<file path="src/rtl/piece_queue_pkg.sv">
// -----------------------------------------------------------------------------
// piece_queue_pkg
// Shared Tetris definitions for the piece queue slice: default piece-ID width,
// number of legal pieces, the piece ID constants, the queue FSM state encodings
// and a small width helper for counters.
// No ports (package).
// -----------------------------------------------------------------------------
package piece_queue_pkg;

    localparam int PIECE_W    = 3;
    localparam int NUM_PIECES = 5;

    // Piece IDs as produced by the LFSR generator.
    localparam logic [PIECE_W-1:0] PIECE_I = 3'd0;
    localparam logic [PIECE_W-1:0] PIECE_O = 3'd1;
    localparam logic [PIECE_W-1:0] PIECE_T = 3'd2;
    localparam logic [PIECE_W-1:0] PIECE_L = 3'd3;
    localparam logic [PIECE_W-1:0] PIECE_S = 3'd4;

    // Queue FSM states (plain constants so older code can reuse them).
    localparam logic [0:0] ST_FILL  = 1'b0;
    localparam logic [0:0] ST_READY = 1'b1;

    // Bits needed to hold values 0..max_val, never less than one bit.
    function automatic int cnt_width(input int max_val);
        int w;
        w = $clog2(max_val + 1);
        return (w < 1) ? 1 : w;
    endfunction

endpackage

</file>
<file path="src/rtl/piece_shift_reg.sv">
// -----------------------------------------------------------------------------
// piece_shift_reg
// DEPTH x PIECE_W register array holding the queued piece IDs. An entry can be
// written at an index, or the whole array shifted down one place (entry[i] takes
// entry[i+1], the top entry is cleared). Shift has priority over write.
// Ports:
//   clock        in   system clock
//   srst         in   synchronous active-high reset, clears every entry
//   wr_en        in   write wr_data into entry[wr_idx]
//   wr_idx       in   target entry of a write
//   wr_data      in   piece ID to write
//   shift_en     in   shift all entries down one place
//   entries_flat out  entry[i] at bits [PIECE_W*i +: PIECE_W]
// -----------------------------------------------------------------------------
module piece_shift_reg #(
    parameter int DEPTH   = 3,
    parameter int PIECE_W = 3,
    parameter int IDX_W   = 2
) (
    input  logic                       clock,
    input  logic                       srst,
    input  logic                       wr_en,
    input  logic [IDX_W-1:0]           wr_idx,
    input  logic [PIECE_W-1:0]         wr_data,
    input  logic                       shift_en,
    output logic [PIECE_W*DEPTH-1:0]   entries_flat
);

    genvar gi;
    generate
        for (gi = 0; gi < DEPTH; gi++) begin : g_entry
            logic [PIECE_W-1:0] entry_reg;
            logic [PIECE_W-1:0] shift_in;

            // The top entry has nothing above it and is refilled with zero.
            if (gi == DEPTH - 1) begin : g_top
                assign shift_in = '0;
            end else begin : g_mid
                assign shift_in = g_entry[gi+1].entry_reg;
            end

            always_ff @(posedge clock) begin
                if (srst) begin
                    entry_reg <= '0;
                end else if (shift_en) begin
                    entry_reg <= shift_in;
                end else if (wr_en && (wr_idx == IDX_W'(gi))) begin
                    entry_reg <= wr_data;
                end
            end

            assign entries_flat[PIECE_W*gi +: PIECE_W] = entry_reg;
        end
    endgenerate

endmodule

</file>
<file path="src/rtl/piece_queue.sv">
// -----------------------------------------------------------------------------
// piece_queue
// Keeps a DEPTH-entry FIFO of upcoming Tetris piece IDs fed from the free-running
// LFSR value. Codes >= NUM_PIECES are dropped, and an immediate repeat of the
// newest queued piece is rejected up to REROLL_MAX times in a row. The head is
// handed to the game FSM on pop; the other entries form the preview.
// Ports:
//   clock        in   system clock
//   reset        in   synchronous active-high reset, dominates pop
//   rnd_in       in   random piece code, sampled every cycle while filling
//   pop          in   consume the head piece, honoured only when ready=1
//   ready        out  queue full, piece_id and preview valid
//   piece_id     out  head entry (entry[0])
//   preview      out  entry[k] at bits [PIECE_W*k-1 -: PIECE_W], k=1..DEPTH-1
//   pieces_dealt out  number of accepted pops, saturating at all-ones
// -----------------------------------------------------------------------------
module piece_queue
    import piece_queue_pkg::*;
#(
    parameter int DEPTH      = 3,
    parameter int PIECE_W    = piece_queue_pkg::PIECE_W,
    parameter int NUM_PIECES = piece_queue_pkg::NUM_PIECES,
    parameter int REROLL_MAX = 1,
    parameter int COUNT_W    = 16
) (
    input  logic                         clock,
    input  logic                         reset,
    input  logic [PIECE_W-1:0]           rnd_in,
    input  logic                         pop,
    output logic                         ready,
    output logic [PIECE_W-1:0]           piece_id,
    output logic [PIECE_W*(DEPTH-1)-1:0] preview,
    output logic [COUNT_W-1:0]           pieces_dealt
);

    localparam int CNT_W = cnt_width(DEPTH);
    localparam int RR_W  = cnt_width(REROLL_MAX);

    localparam logic [CNT_W-1:0]   DEPTH_C  = CNT_W'(DEPTH);
    localparam logic [PIECE_W:0]   NUM_C    = (PIECE_W+1)'(NUM_PIECES);
    localparam logic [RR_W-1:0]    RR_MAX_C = RR_W'(REROLL_MAX);

    logic [0:0]            state_reg,   state_next;
    logic [CNT_W-1:0]      count_reg,   count_next;
    logic [PIECE_W-1:0]    last_id_reg, last_id_next;
    logic                  last_vld_reg, last_vld_next;
    logic [RR_W-1:0]       reroll_reg,  reroll_next;
    logic [COUNT_W-1:0]    dealt_reg,   dealt_next;

    logic                  code_invalid;
    logic                  is_repeat;
    logic                  do_pop;
    logic                  can_sample;
    logic                  accept;
    logic [PIECE_W*DEPTH-1:0] entries_flat;

    assign code_invalid = ({1'b0, rnd_in} >= NUM_C);
    // Repeat rejection only counts once a piece has been queued since reset.
    assign is_repeat    = last_vld_reg && (rnd_in == last_id_reg) && (reroll_reg < RR_MAX_C);
    assign do_pop       = (state_reg == ST_READY) && pop;
    assign can_sample   = (state_reg == ST_FILL) && (count_reg != DEPTH_C);
    assign accept       = can_sample && !code_invalid && !is_repeat;

    always_comb begin
        state_next    = state_reg;
        count_next    = count_reg;
        last_id_next  = last_id_reg;
        last_vld_next = last_vld_reg;
        reroll_next   = reroll_reg;
        dealt_next    = dealt_reg;

        if (do_pop) begin
            // last_id/last_vld survive the pop so the refill is checked
            // against the newest piece still in the queue.
            state_next = ST_FILL;
            count_next = DEPTH_C - CNT_W'(1);
            if (dealt_reg != '1) begin
                dealt_next = dealt_reg + COUNT_W'(1);
            end
        end else if (can_sample && !code_invalid) begin
            if (is_repeat) begin
                reroll_next = reroll_reg + RR_W'(1);
            end else begin
                count_next    = count_reg + CNT_W'(1);
                last_id_next  = rnd_in;
                last_vld_next = 1'b1;
                reroll_next   = '0;
                if (count_reg + CNT_W'(1) == DEPTH_C) begin
                    state_next = ST_READY;
                end
            end
        end
    end

    always_ff @(posedge clock) begin
        if (reset) begin
            state_reg    <= ST_FILL;
            count_reg    <= '0;
            last_id_reg  <= '0;
            last_vld_reg <= 1'b0;
            reroll_reg   <= '0;
            dealt_reg    <= '0;
        end else begin
            state_reg    <= state_next;
            count_reg    <= count_next;
            last_id_reg  <= last_id_next;
            last_vld_reg <= last_vld_next;
            reroll_reg   <= reroll_next;
            dealt_reg    <= dealt_next;
        end
    end

    piece_shift_reg #(
        .DEPTH   (DEPTH),
        .PIECE_W (PIECE_W),
        .IDX_W   (CNT_W)
    ) u_shift (
        .clock        (clock),
        .srst         (reset),
        .wr_en        (accept),
        .wr_idx       (count_reg),
        .wr_data      (rnd_in),
        .shift_en     (do_pop),
        .entries_flat (entries_flat)
    );

    assign ready        = (state_reg == ST_READY);
    assign piece_id     = entries_flat[PIECE_W-1:0];
    assign pieces_dealt = dealt_reg;

    genvar gi;
    generate
        for (gi = 1; gi < DEPTH; gi++) begin : g_preview
            assign preview[PIECE_W*gi-1 -: PIECE_W] = entries_flat[PIECE_W*gi +: PIECE_W];
        end
    endgenerate

endmodule
</file>
<file path="config.mk">
export PLATFORM = sky130hd
export DESIGN_NAME = piece_queue
export DESIGN_NICKNAME = d
export VERILOG_FILES = /design/src/rtl/piece_queue_pkg.sv /design/src/rtl/piece_shift_reg.sv /design/src/rtl/piece_queue.sv
export SDC_FILE = /design/constraint.sdc
export NUM_CORES = 1
export LEC_CHECK = 0
export CORE_MARGIN = 5
export CORE_UTILIZATION = 35
export CTS_CLUSTER_DIAMETER = 50
export DETAILED_ROUTE_END_ITERATION = 8
export SLEW_MARGIN = 30
export SYNTH_ARGS = -nofsm -noshare
export SYNTH_HDL_FRONTEND = slang
export SYNTH_SLANG_ARGS = --single-unit
</file>
<file path="constraint.sdc">
create_clock -name clock -period 1.8 [get_ports clock]
set_clock_uncertainty 0.15 [all_clocks]
set_input_delay 0.54 -clock clock [delete_from_list [all_inputs] [get_ports clock]]
set_output_delay 0.54 -clock clock [all_outputs]
set_load 0.05 [all_outputs]
</file>
# After elaboration in Yosys (flattened, before gate mapping)
# Index checks and enable logic that the tools add are counted.
[totals] input_bits=6 register_bits=33 output_inout_bits=26 word_cells=55
[classes] n_lt_le_gt_ge=2 bitwise=3 muxes=8 n_addsub=3 n_eq_ne=7 reduce_logical=22
[op_table] cell="16-bit by 1-bit adder with 16-bit output (second input constant)" n=1
[op_table] cell="16-bit != test (second input constant)" n=1
[op_table] cell="3-bit two-way mux" n=4
[op_table] cell="1-bit logical AND" n=9
[op_table] cell="2-bit AND reduction" n=4
[op_table] cell="2-bit two-way mux" n=3
[op_table] cell="3-bit AND reduction" n=2
[op_table] cell="2-bit nonzero test" n=3
[op_table] cell="2-bit == test (second input constant)" n=2
[op_table] cell="3-bit == test" n=1
[op_table] cell="3-bit >= comparator (second input constant)" n=1
[op_table] cell="1-bit NOT" n=3
[op_table] cell="2-bit by 1-bit adder with 2-bit output (second input constant)" n=1
[op_table] cell="2-bit by 1-bit == test with 1-bit output (second input constant)" n=1
[op_table] cell="1-bit logical NOT" n=2
[op_table] cell="2-bit logical NOT" n=1
[op_table] cell="2-bit by 1-bit != test with 1-bit output (second input constant)" n=1
[op_table] cell="2-bit != test (second input constant)" n=1
[op_table] cell="2-bit OR reduction" n=1
[op_table] cell="1-bit adder (second input constant)" n=1
[op_table] cell="1-bit < comparator (second input constant)" n=1
[op_table] cell="1-bit two-way mux" n=1

# Logic depth before layout (Yosys ltp)
# Gate-level depths: netlist of run 1.
[logic_depth] word_depth=8 mapped_depth=7 depth_no_buf=5

# Modules after synthesis
# Synthesis of run 1 repeated with hierarchy kept, for this count alone.
[unflattened] hier_cells=190 hier_area_um2=1690.4
[modules_own_cells] module="piece_queue" area_per_inst_um2=1243.7 n_inst=1 cells_per_inst=144 seq_area_each_um2=480.5
[modules_own_cells] module="piece_shift_reg" area_per_inst_um2=446.7 n_inst=1 cells_per_inst=46 seq_area_each_um2=180.2

# Worst setup path after synthesis of run 1
# No wires, ideal clock.
[synth_timing] path_kind="reg-to-reg" from="register dealt_reg[0], in the netlist pieces_dealt[0]" to="register dealt_reg[12], in the netlist pieces_dealt[12]" setup_slack_ps=-506 n_path_buf=0 period_less_slack_ps=2306 setup_ps=121 arrival_time_ps=2035 path_stages_with_launch=6 required_time_ps=1529 cell_sequence="dfxtp_1 -> ha_1 -> nand3_1 -> nor4_1 -> o211a_1 -> mux2_2"
[synth_via] elab_chain_cells=2 word_cells_on_any_way=3 classes_between="add/sub: 1; eq/ne: 1; reduce/logical: 1"
[synth_rtl] element="start, declared" line_no="piece_queue.sv:48" source="logic [COUNT_W-1:0] dealt_reg, dealt_next;"
[synth_rtl] element="start signal, assigned" line_no="piece_queue.sv:109" source="dealt_reg <= dealt_next;"
[synth_rtl] element="branches (longest 2 deep; another with 16-bit by 1-bit adder with 16-bit output)"
# Several ways; the timed one is not identified.
# A chain may end at the register's enable or synchronous reset.

# Worst setup path after layout of run 1
[layout_timing] from="register dealt_reg[0], in the netlist pieces_dealt[0]" to="register dealt_reg[13], in the netlist pieces_dealt[13]"
# Same word-level chain as after synthesis.

==> results of run 1 <==
[path summary, 6_finish.rpt]
check,startpoint,to,slack [ps],cells after the start
min,last_id_reg[1],last_id_reg[1],320,2
max reg2reg,pieces_dealt[0],pieces_dealt[13],-50,4
min reg2reg,last_id_reg[1],last_id_reg[1],320,2
max,pieces_dealt[0],pieces_dealt[13],-50,4
[cell type report]
class                      count  area (um^2)  share of cell area [%]
inverter                       5         18.8                   0.671
clock buffer                   6         82.6                    2.95
clock inverter                 2         8.76                   0.313
sequential                    33          722                    25.8
tap                           52         65.1                    2.32
multi-input combinational    145         1010                    36.2
timing repair buffer          75          888                    31.7
[cells by family after synthesis]
kind of cell / count (synthesis)
buf+inv: 15
mux: 6
compound gates: 49
fa+ha+maj: 5
simple gates: 82
flops: 33
xor+xnor: 3
[repair_timing]
item	CTS	global route
hold endpoints to repair	0	0
pin swaps	7	4
resized for setup	16	15
setup endpoints to repair	31	15
buffers inserted	1	2
[critical path: stages, from the launching register on]
cell     delay [ps]
dfxtp_4         370
and4_4          200
or4b_4          510
or4_4           430
a21oi_2         120
[metrics by stage]
step	hold slack, ps	setup slack (ps)	TNS, ps	instance area (um^2)	util [%]
floorplan	282	-91.8	-179	1720	-
global placement	301	-650	-15200	2610	58.8
detailed placement	305	-670	-15680	2610	58.8
CTS	318	-64.5	-110	2740	61.6
global route	363	-111	-337	2800	63.0
finish	322	-52.3	-58.9	2800	63.0
[per-layer routing]
layer	wire length, um	vias to the layer above
met1	2020	801
met3	171	8
met5	0	-
met2	2200	36
met4	83	0
li1	-	865
[synth_stat cells (all sizes together)]
master	count
mux2i	4
nor4	3
nor2	15
inv	5
nor3	4
or4	6
or4b	1
o21ai	15
nand4	11
a41oi	1
and4	2
a21boi	1
o31ai	6
or3b	1
a31oi	1
ha	5
and2	1
nand3	10
o211a	1
buf	3
a311oi	6
nand2b	2
dfxtp	33
mux2	2
o311a	1
or3	5
nor4bb	1
nor2b	2
a21oi	16
nand2	18
clkbuf	7
xnor2	3
a211oi	1
[power breakdown]
group	internal (mW)	switching [mW]	total (mW)
clock	0.303	0.278	0.581
sequential	0.748	0.0399	0.788
combinational	0.189	0.216	0.405
total	1.24	0.534	1.77
==> impl_results.md, run 1 <==
* Area leader, netlist: dfxtp_1
* Largest net degree at the start of global routing at 16
* Total Power at between 1.5 and 2 mW
* Root Driver: clkbuf_8
* Xor/xnor share of the synthesized area at approximately 1.6%
* Yosys cell types at 36
* Min Tclk post-route at 1850 ps
* HP Class: reg -> reg
* Clock transition at path regs at 70 ps
* Gr usage total at between 10% and 20%
* Synth Area in Simple Gates at 27.3%
* Synth area leaders: dfxtp_1, a21oi_1, o21ai_0, nand4_1, nand2_1
* Die area at ~0.0061 mm^2
* Post-synth top area share at 40.4%
* Syn nets at just over 200
* Setup crit start kind: flip-flop
* Max-cap violations at 0
* Largest register FFs at 16
* Outcome: finished with violations
* Syn. warnings at 0
* CTS HTree Levels at 2
* Via count at ~1700
* Die height at 78.3 um
* Endpoints failing setup at 2
* Top Usage Layer GRT: met2
* Cells after synthesis at 193
* Avg Synthesized Cell Area at ~8.5 um^2
* Drt pass-1 iters at 4
* Num CTS Buffers at 5
* DRC violations left at 0
* Sequential-to-total area share from yosys stat at roughly two fifths
* Layout cells sized above 1 at around 45%
* Commonest non-fill, non-tap cell in the layout: buf_4
* GR Layer Usage met3 at around 4.3%
* PnR worst setup slack at -52.3 ps
* Initial antenna violation count at 0
* Vias in the first global route at between 1500 and 2000
* Maximum VDD drop at between 0.5 and 0.6 mV
* Ports at 32
* RSZ-0062 raised after global routing: true
* Routed WL at ~4.5 mm
* Crit path DAT at 1920 ps
* Post-DP HPWL at between 3 and 4 mm
* Synth Area in Adders at approximately 3.8%
* Synth-to-Final Area Change at 71.3%
* Commonest non-fill, non-tap cells in the layout: buf_4, buf_12, nand2_1
* Clk sink count at 33
* Relative slew slack at between 70% and 80%
* Clock tree buffer depth at 2
* Routed Antenna Nets at 0
* Final Hold Viols at 0
* FF+latch count, synth at 33
* CP Max Fanout at 5
* Gpl congestion at roughly 0.75
* Global-route wire length before repair at 7.69 mm
* Mapped cell area at 0.00163 mm^2
* Met1 usage at a little under a fifth
* Pwr dens at ~630 mW/mm^2
* Crit. End Element: flip-flop
* Compound-Gate Fraction of Synth Area at 18.6%
* Dpl cells at approximately 310
* CTS tree: built
* Leak Pwr at roughly 1.1 nW
* DR vias/cell at between 5 and 6
* Failing checks: negative setup slack
* Post-route clock period utilization at 103%
* CP Class: reg -> reg
* Final Max Slew Viols at 0
* Required time worst endpoint at about 1900 ps
* Hold_buf cts at 0
* Mux cell area share after synthesis at 3.83%
* FP Rows at 24
* Starting Density at a little under two fifths
* Max frequency at 540 MHz
* Met2 Usage GRT at a little over a quarter
* Core Area at about 0.0044 mm^2
* Worst Max-Slew Pin Slew at roughly 310 ps
* Grt total ovfl at 0
* Drt wl/cell at 14.1 um
* Initial DRC count at 77
* Post-Layout Cell Count at between 300 and 400
* # port buffers at 31
* Nets at about 280
* Die Width at approximately 80 um
* Largest family of logic cells by synthesized area: simple AND/OR/NAND/NOR gates
* Antenna cell count at 0
* Fill count at between 300 and 400
* Clk_lat worst skew at 290 ps
Power figures use the tool's default switching activity.
==> inputs of run 2 (changes only) <==
- CAP_MARGIN: not set -> 30
==> results of run 2 <==
The final DEF is identical to that of run 1; final timing and power are the same.
